--- src/rtl/dsram_arb.sv ---
// dsram_arb: two-master arbiter for data SRAM sram1 (m0 = core LSU, m1 = DMA/debug loader).
// Optional m1 burst lock is compiled in when ARB_LOCK_EN is defined.
module dsram_arb #(
  parameter int AW         = 14,
  parameter int STARVE_MAX = 4
) (
  input  logic          clk,
  input  logic          rst,

  input  logic          m0_req,
  input  logic [AW+1:0] m0_a,
  input  logic [3:0]    m0_we,
  input  logic [31:0]   m0_wd,
  input  logic [3:0]    m0_re,
  output logic          m0_gnt,
  output logic [31:0]   m0_rd,
  output logic          m0_rvld,

  input  logic          m1_req,
  input  logic [AW+1:0] m1_a,
  input  logic [3:0]    m1_we,
  input  logic [31:0]   m1_wd,
  input  logic [3:0]    m1_re,
  output logic          m1_gnt,
  output logic [31:0]   m1_rd,
  output logic          m1_rvld,
  input  logic          m1_lock,

  output logic [AW-1:0] sram_a,
  output logic [3:0]    sram_we,
  output logic [31:0]   sram_wd,
  output logic [3:0]    sram_re,
  input  logic [31:0]   sram_rd
);

  localparam logic [3:0] STARVE_LIM = 4'(STARVE_MAX);

  localparam logic [1:0] OWN_NONE = 2'd0;
  localparam logic [1:0] OWN_M0   = 2'd1;
  localparam logic [1:0] OWN_M1   = 2'd2;

  logic [3:0]    starve_cnt;
  logic [1:0]    rd_owner;
  logic [AW-1:0] a_hold;
  logic [31:0]   wd_hold;
  logic [31:0]   m0_rd_q;
  logic [31:0]   m1_rd_q;

  logic          in_lock;
  logic          m1_win;
  logic          any_gnt;
  logic          is_write;
  logic          is_read;
  logic [AW+1:0] sel_a;
  logic [3:0]    sel_we;
  logic [3:0]    sel_re;
  logic [31:0]   sel_wd;

`ifdef ARB_LOCK_EN
  localparam logic [0:0] ST_IDLE  = 1'b0;
  localparam logic [0:0] ST_LOCK1 = 1'b1;

  logic [0:0] state;
  logic       unused_addr_bits;

  // The lock only holds while m1_lock stays high, so dropping it releases the SRAM in the same cycle.
  assign in_lock = (state == ST_LOCK1) && m1_lock;

  always_ff @(posedge clk or posedge rst) begin
    if (rst) begin
      state <= ST_IDLE;
    end else if (m1_lock && (m1_gnt || (state == ST_LOCK1))) begin
      state <= ST_LOCK1;
    end else begin
      state <= ST_IDLE;
    end
  end

  assign unused_addr_bits = ^{m0_a[1:0], m1_a[1:0]};
`else
  logic unused_inputs;

  assign in_lock       = 1'b0;
  assign unused_inputs = ^{m1_lock, m0_a[1:0], m1_a[1:0]};
`endif

  always_comb begin
    m1_win = m1_req && (in_lock || (starve_cnt == STARVE_LIM) || !m0_req);
    m1_gnt = !rst && m1_win;
    m0_gnt = !rst && m0_req && !m1_win && !in_lock;
    any_gnt = m0_gnt || m1_gnt;
  end

  always_comb begin
    sel_a  = m1_gnt ? m1_a  : m0_a;
    sel_we = m1_gnt ? m1_we : m0_we;
    sel_re = m1_gnt ? m1_re : m0_re;
    sel_wd = m1_gnt ? m1_wd : m0_wd;
    is_write = |sel_we;
    is_read  = !is_write && (|sel_re);
  end

  // Address and write data hold their last values on idle cycles so the SRAM pins stay quiet.
  always_comb begin
    sram_a  = any_gnt ? sel_a[AW+1:2] : a_hold;
    sram_wd = any_gnt ? sel_wd : wd_hold;
    sram_we = any_gnt ? sel_we : 4'h0;
    sram_re = (any_gnt && !is_write) ? sel_re : 4'h0;
  end

  always_ff @(posedge clk or posedge rst) begin
    if (rst) begin
      a_hold  <= '0;
      wd_hold <= '0;
    end else if (any_gnt) begin
      a_hold  <= sel_a[AW+1:2];
      wd_hold <= sel_wd;
    end
  end

  always_ff @(posedge clk or posedge rst) begin
    if (rst) begin
      starve_cnt <= '0;
    end else if (in_lock) begin
      starve_cnt <= starve_cnt;
    end else if (!m1_req || m1_gnt) begin
      starve_cnt <= '0;
    end else if (starve_cnt != STARVE_LIM) begin
      starve_cnt <= starve_cnt + 4'd1;
    end
  end

  // The SRAM answers one cycle after the command, so remember who asked.
  always_ff @(posedge clk or posedge rst) begin
    if (rst) begin
      rd_owner <= OWN_NONE;
    end else if (any_gnt && is_read) begin
      rd_owner <= m1_gnt ? OWN_M1 : OWN_M0;
    end else begin
      rd_owner <= OWN_NONE;
    end
  end

  always_ff @(posedge clk or posedge rst) begin
    if (rst) begin
      m0_rd_q <= '0;
      m1_rd_q <= '0;
    end else begin
      if (rd_owner == OWN_M0) m0_rd_q <= sram_rd;
      if (rd_owner == OWN_M1) m1_rd_q <= sram_rd;
    end
  end

  always_comb begin
    m0_rvld = (rd_owner == OWN_M0);
    m1_rvld = (rd_owner == OWN_M1);
    m0_rd   = m0_rvld ? sram_rd : m0_rd_q;
    m1_rd   = m1_rvld ? sram_rd : m1_rd_q;
  end

endmodule

--- config.mk ---
export PLATFORM = sky130hd
export DESIGN_NAME = dsram_arb
export DESIGN_NICKNAME = d
export VERILOG_FILES = /design/src/rtl/dsram_arb.sv
export SDC_FILE = /design/constraint.sdc
export NUM_CORES = 1
export LEC_CHECK = 0
export ABC_CLOCK_PERIOD_IN_PS = 6500
export CORE_UTILIZATION = 38
export DETAILED_ROUTE_END_ITERATION = 7
export PLACE_DENSITY_LB_ADDON = 0.1
export SYNTH_ARGS = -nofsm -noshare
export SYNTH_HDL_FRONTEND = slang
export SYNTH_SLANG_ARGS = --single-unit
--- constraint.sdc ---
create_clock -name clk -period 6.5 [get_ports clk]
set_clock_uncertainty 0.15 [all_clocks]
set_input_delay 0.975 -clock clk [delete_from_list [all_inputs] [get_ports clk]]
set_output_delay 0.975 -clock clk [all_outputs]
set_load 0.01 [all_outputs]
==> impl_metrics.yaml, run 1 <==
critical_path:
  worst_path_max_delay_cell: "clkdlybuf4s50_1"
  path_max_fanout: 56
  crit_required_ps: 5370
  crit_path_end_kind: "output port"
  critical-path-top-delay-family: "buffers and inverters"
  rrSetupSlack_ps: 4170
  worstSetupPathType: "input pin to output port"
  cp-start-kind: "input pin"
  path_cells: "clkdlybuf4s50_1 -> inv_4 -> o21a_1 -> buf_4 -> nor2_1 -> nor2_1 -> clkdlybuf4s50_1"
  slowest_delay_ps: 570
  critical_path_arrival_ps: 3420
  critPathBufInv: 4
logic_synthesis:
  yosysMostFrequentCell: "dfrtp_1"
  synthTopCellsByCount: "dfrtp_1, nor2_1, mux2_2"
  synth_edf_count: 0
  synthTopCellsByArea: "dfrtp_1, mux2_2, nor2_1"
  synthArstFlopShare_pct: 100
  syn_area_per_cell_sq_um: 12.1
  synthFlopType: "dfrtp_1"
  synth.net_count: 538
  syn_area_sq_um: 4700
  ys_seq_elements: 116
  synthCells: 387
  synth.largest_area_cell: "dfrtp_1"
  synth_top_area_share_pct: 61.8
  ys_types: 31
  yosysSeqAreaShare_pct: 61.8
  synth_warnings: 0
routing:
  firstDrtPassIters: 4
  wl_met1_mm: 4.91
  wl_met2_mm: 6.80
  viasPerCell: 4.91
  post_drt_wl_per_cell_um: 16.1
  route.met3.wl_mm: 1.01
  wirelength_mm: 13.1
  dr.max_layer_used: "met4"
  drt_iter0_markers: 115
  ant_nets: 0
  dr_total_vias: 3990
  drc: 0
sta:
  drv_slew: 0
  finalCriticalPeriod_ps: 4550
  tightest_slew_ps: 1010
  hold_viol_final: 0
  fin_crit_sh_pct: 69.9
  relSlewSlack_pct: 32.2
  max_freq_mhz: 220
  setup-tns-final_ps: 0
  finalSetupViolations: 0
  rsz0062_at_grt: "false"
  timing.hold.ws_ps: 344
grt:
  grtUsageTotal_pct: 21.1
  grt_pass1_vias: 4250
  grt_max_degree: 63
  grt_overflow: 0
  grt_pass1_wl_mm: 20.3
  antenna_found_initial: 0
cts:
  post_cts_buffers: 0
  post_cts_resized: 0
  clockBufferDepth: 2
  cts_tree: "yes"
  hold_buffers: 0
  cts_root_buffer: "clkbuf_16"
  cts.sinks: 116
  clk_latency_ps: 410
  h-tree-depth: 4
  cts_made_buffers: 17
  clk_pin_slew_ps: 50
power_and_ir_drop:
  peakVddDrop_uv: 178
  power_mw: 2.47
  power.density_nw_per_um2: 306
  p_leak_nw: 3.38
run_status:
  outcome: "completed"
finish:
  syn_to_final_growth_pct: 71.9
  final.fill_count: 954
  multi_input_comb_area_sq_um: 1650
  regArea_sq_um: 2900
  final_nets: 804
  fin_area_sq_um: 8080
  drive_gt1_share_pct: 16.1
  num_antenna_cells: 0
floorplanning:
  io_pins: 271
  die_h_um: 113
  die_width_um: 113
  die-area_sq_um: 12800
  rows: 40
  coreArea_sq_um: 12000
  initial_utilization_pct: 39.1
run:
  max-cap-violations: 0
placed_design:
  postPlaceCellArea_sq_um: 7460
  port_buffers: 265
  dp_hpwl_mm: 9.64
  gp_congestion: 0.779
min_path:
  min_path_type: "register to register"
==> area by class of cell <==
cell class	instances	area share [%]
Sequential cell	116	35.9
Timing Repair Buffer	270	33.3
Multi-Input combinational cell	241	20.5
Clock buffer	18	5.31
Clock inverter	14	2.31
Tap cell	147	2.28
Inverter	7	0.356
==> kinds of logic after synthesis <==
group	share of synthesized area [%]
DFF	61.8
AOI/OAI and AO/OA	8.92
muxes	15.3
buffers and inverters	3.14
xor gates and xnor gates	0.373
adders and majority gates	0.533
and+or+nand+nor	9.88
==> cells in the final DEF, fill, tap and decap left out, types with 2 or more instances in the layout <==
| cell | count |
|---|---|
| a21oi_1 | 3 |
| o22ai_1 | 46 |
| xnor2_1 | 2 |
| bufinv_16 | 4 |
| a32o_1 | 3 |
| clkbuf_16 | 17 |
| inv_2 | 2 |
| nand2_1 | 3 |
| clkinv_2 | 5 |
| buf_4 | 5 |
| mux2_2 | 64 |
| nor2_1 | 94 |
| nor3_1 | 3 |
| clkinvlp_4 | 2 |
| nand2b_1 | 2 |
| clkdlybuf4s50_1 | 265 |
| a22o_1 | 5 |
| a21o_1 | 2 |
| dfrtp_1 | 116 |
| inv_1 | 4 |
| nor3b_2 | 2 |
| clkinv_4 | 3 |
| ha_1 | 2 |
==> flip-flops by register name, indices dropped and copies added, names as in the netlist <==
| name | count |
|---|---|
| m1_rd_q | 32 |
| wd_hold | 32 |
| m0_rd_q | 32 |
| a_hold | 14 |
| starve_cnt | 4 |
| rd_owner | 2 |
==> worst register-to-register path, stage by stage, from the launching register on <==
cell	delay, ps
dfrtp_1	400
inv_1	100
ha_1	200
and3b_1	240
a21o_1	150
buf_4	420
inv_2	170
a21o_1	240
and3_1	160
==> power by group <==
group	switching, mW	internal (mW)	total (mW)
combinational	0.257	0.378	0.635
sequential	0.0329	0.846	0.879
clock	0.319	0.638	0.956
==> path summary, 6_finish.rpt <==
path                                from             to  cells after the start
setup / recovery                     rst    sram_wd[14]                      7
hold / removal               m0_rd_q[12]    m0_rd_q[12]                      1
setup reg to reg           starve_cnt[0]    rd_owner[1]                      8
max in group asynchronous            rst    m1_rd_q[15]                      3
hold reg to reg              m0_rd_q[12]    m0_rd_q[12]                      1
min in group asynchronous            rst  starve_cnt[1]                      2
==> stage by stage <==
step | worst slack (ps) | utilization [%] | cells
after floorplan | 989 | - | 387
after global placement | 1890 | 62.1 | 781
after detailed placement | 1870 | 62.1 | 781
after CTS | 1850 | 67.2 | 813
after global routing | 1670 | 67.2 | 813
final | 1950 | 67.2 | 813
==> layer usage <==
layer | vias to the layer above | GRT usage [%]
met5 | - | 0
met4 | 0 | 10.4
met3 | 28 | 7.77
met2 | 155 | 37.9
met1 | 1906 | 21.5
li1 | 1901 | -
(Power assumes the default switching activity.)
==> run 2: changes to the inputs <==
- ABC_CLOCK_PERIOD_IN_PS: 6500 -> 4700
- clock period: 6.5 -> 4.7 ns (I/O delays scaled with it)
==> impl_metrics.yaml, run 2 (synthesis results as in run 1) <==
grt:
  grtUsageTotal_pct: 21.9
  grt_overflow: 0
  grt_pass1_wl_mm: 21.1
  antenna_found_initial: 0
  grt_max_degree: 64
  grt_pass1_vias: 4243
finish:
  layout_common_cells: "clkdlybuf4s50_1, dfrtp_1, nor2_1"
  final_common_cell: "clkdlybuf4s50_1"
  fin_area_sq_um: 8010
  drive_gt1_share_pct: 15.6
  final_core_util_pct: 66.6
  final_nets: 804
  num_antenna_cells: 0
  syn_to_final_growth_pct: 70.4
  multi_input_comb_area_sq_um: 1660
  reg.largest.list: "m0_rd_q x32, m1_rd_q x32, wd_hold x32"
  regArea_sq_um: 2900
  final.fill_count: 955
sta:
  rsz0062_at_grt: "false"
  max_freq_mhz: 250
  hold_viol_final: 0
  fin_crit_sh_pct: 85.1
  setup_ws_ps: 700
  relSlewSlack_pct: 32.6
  finalCriticalPeriod_ps: 4000
  tightest_slew_ps: 1010
  drv_slew: 0
  finalSetupViolations: 0
  setup-tns-final_ps: 0
routing:
  wirelength_mm: 13.5
  drc: 0
  ant_nets: 0
  post_drt_wl_per_cell_um: 16.6
  firstDrtPassIters: 4
  drt_iter0_markers: 171
  dr_total_vias: 3970
  viasPerCell: 4.89
cts:
  cts_tree: "yes"
  post_cts_resized: 0
  clk_pin_slew_ps: 50
  clk_latency_ps: 400
  cts_made_buffers: 17
  hold_buffers: 0
  post_cts_buffers: 0
  cts.sinks: 116
  cts_root_buffer: "clkbuf_16"
  clockBufferDepth: 2
  h-tree-depth: 4
min_path:
  min_path_type: "register to register"
power_and_ir_drop:
  p_leak_nw: 3.35
  power.density_nw_per_um2: 407
  peakVddDrop_uv: 264
critical_path:
  path_max_fanout: 36
  worstSetupPathType: "register to output port"
  crit_required_ps: 3850
  crit_path_end_kind: "output port"
  critical_path_arrival_ps: 3140
  cp-start-kind: "register"
placed_design:
  port_buffers: 265
  postPlaceCellArea_sq_um: 7460
  dp_hpwl_mm: 9.99
  gp_congestion: 0.786
  post-place-ws_ps: 695
floorplanning:
  io_pins: 271
  rows: 40
  initial_utilization_pct: 39.1
  coreArea_sq_um: 12000
  die_width_um: 113
  die-area_sq_um: 12800
  die_h_um: 113
run_status:
  outcome: "completed"
run:
  max-cap-violations: 0
-- run 2: changes by cell type in the layout (fill, tap and decap cells not counted), sizes merged --
cell	delta
clkbuf	+9
bufinv	-4
clkinv	-4
clkinvlp	-1
inv	-1
-- run 2: cell type report --
cell class / instances / area share [%]
Multi-Input combinational cell: 241 / 20.7
Clock inverter: 4 / 0.250
Tap cell: 147 / 2.30
Timing Repair Buffer: 270 / 33.6
Inverter: 7 / 0.375
Clock buffer: 27 / 6.53
Sequential cell: 116 / 36.3
-- run 2: through the flow --
stage	instances	total power, mW	hold slack (ps)
5_1_grt	812	3.41	353
3_3_place_gp	781	2.09	327
3_5_place_dp	781	2.12	332
4_1_cts	812	3.30	342
6_report	812	3.26	339
2_1_floorplan	387	1.58	362
-- run 2: final timing paths --
kind / from / to / slack, ps / depth (start not counted)
min: m1_rd_q[15] / m1_rd_q[15] / 340 / 1
max: starve_cnt[0] / sram_wd[9] / 700 / 8
max reg2reg: starve_cnt[0] / wd_hold[21] / 2310 / 7
max in group asynchronous: rst / m0_rd_q[19] / 2380 / 4
min in group asynchronous: rst / starve_cnt[2] / 770 / 3
min reg2reg: m1_rd_q[15] / m1_rd_q[15] / 340 / 1
-- run 2: critical path: stages, from the launching register on --
cell             delay, ps
dfrtp_1                400
inv_1                  100
ha_1                   190
and3b_1                250
a21o_1                 410
buf_4                  430
o22ai_1                160
nor2_1                 180
clkdlybuf4s50_1        600
-- run 2: report_power, final --
group	switching, mW	leakage (nW)	internal, mW	total, mW
sequential	0.0438	1.37	1.17	1.21
clock	0.413	0.273	0.750	1.16
combinational	0.356	1.70	0.523	0.879
-- run 2: metal layers --
| metal | GRT usage [%] | vias to the layer above | part of all wire [%] |
|---|---|---|---|
| met1 | 24.3 | 1882 | 39 |
| li1 | - | 1896 | - |
| met3 | 8.52 | 20 | 8.5 |
| met4 | 9.74 | 0 | 2.0 |
| met2 | 37.3 | 172 | 50 |
| met5 | 0 | - | 0 |
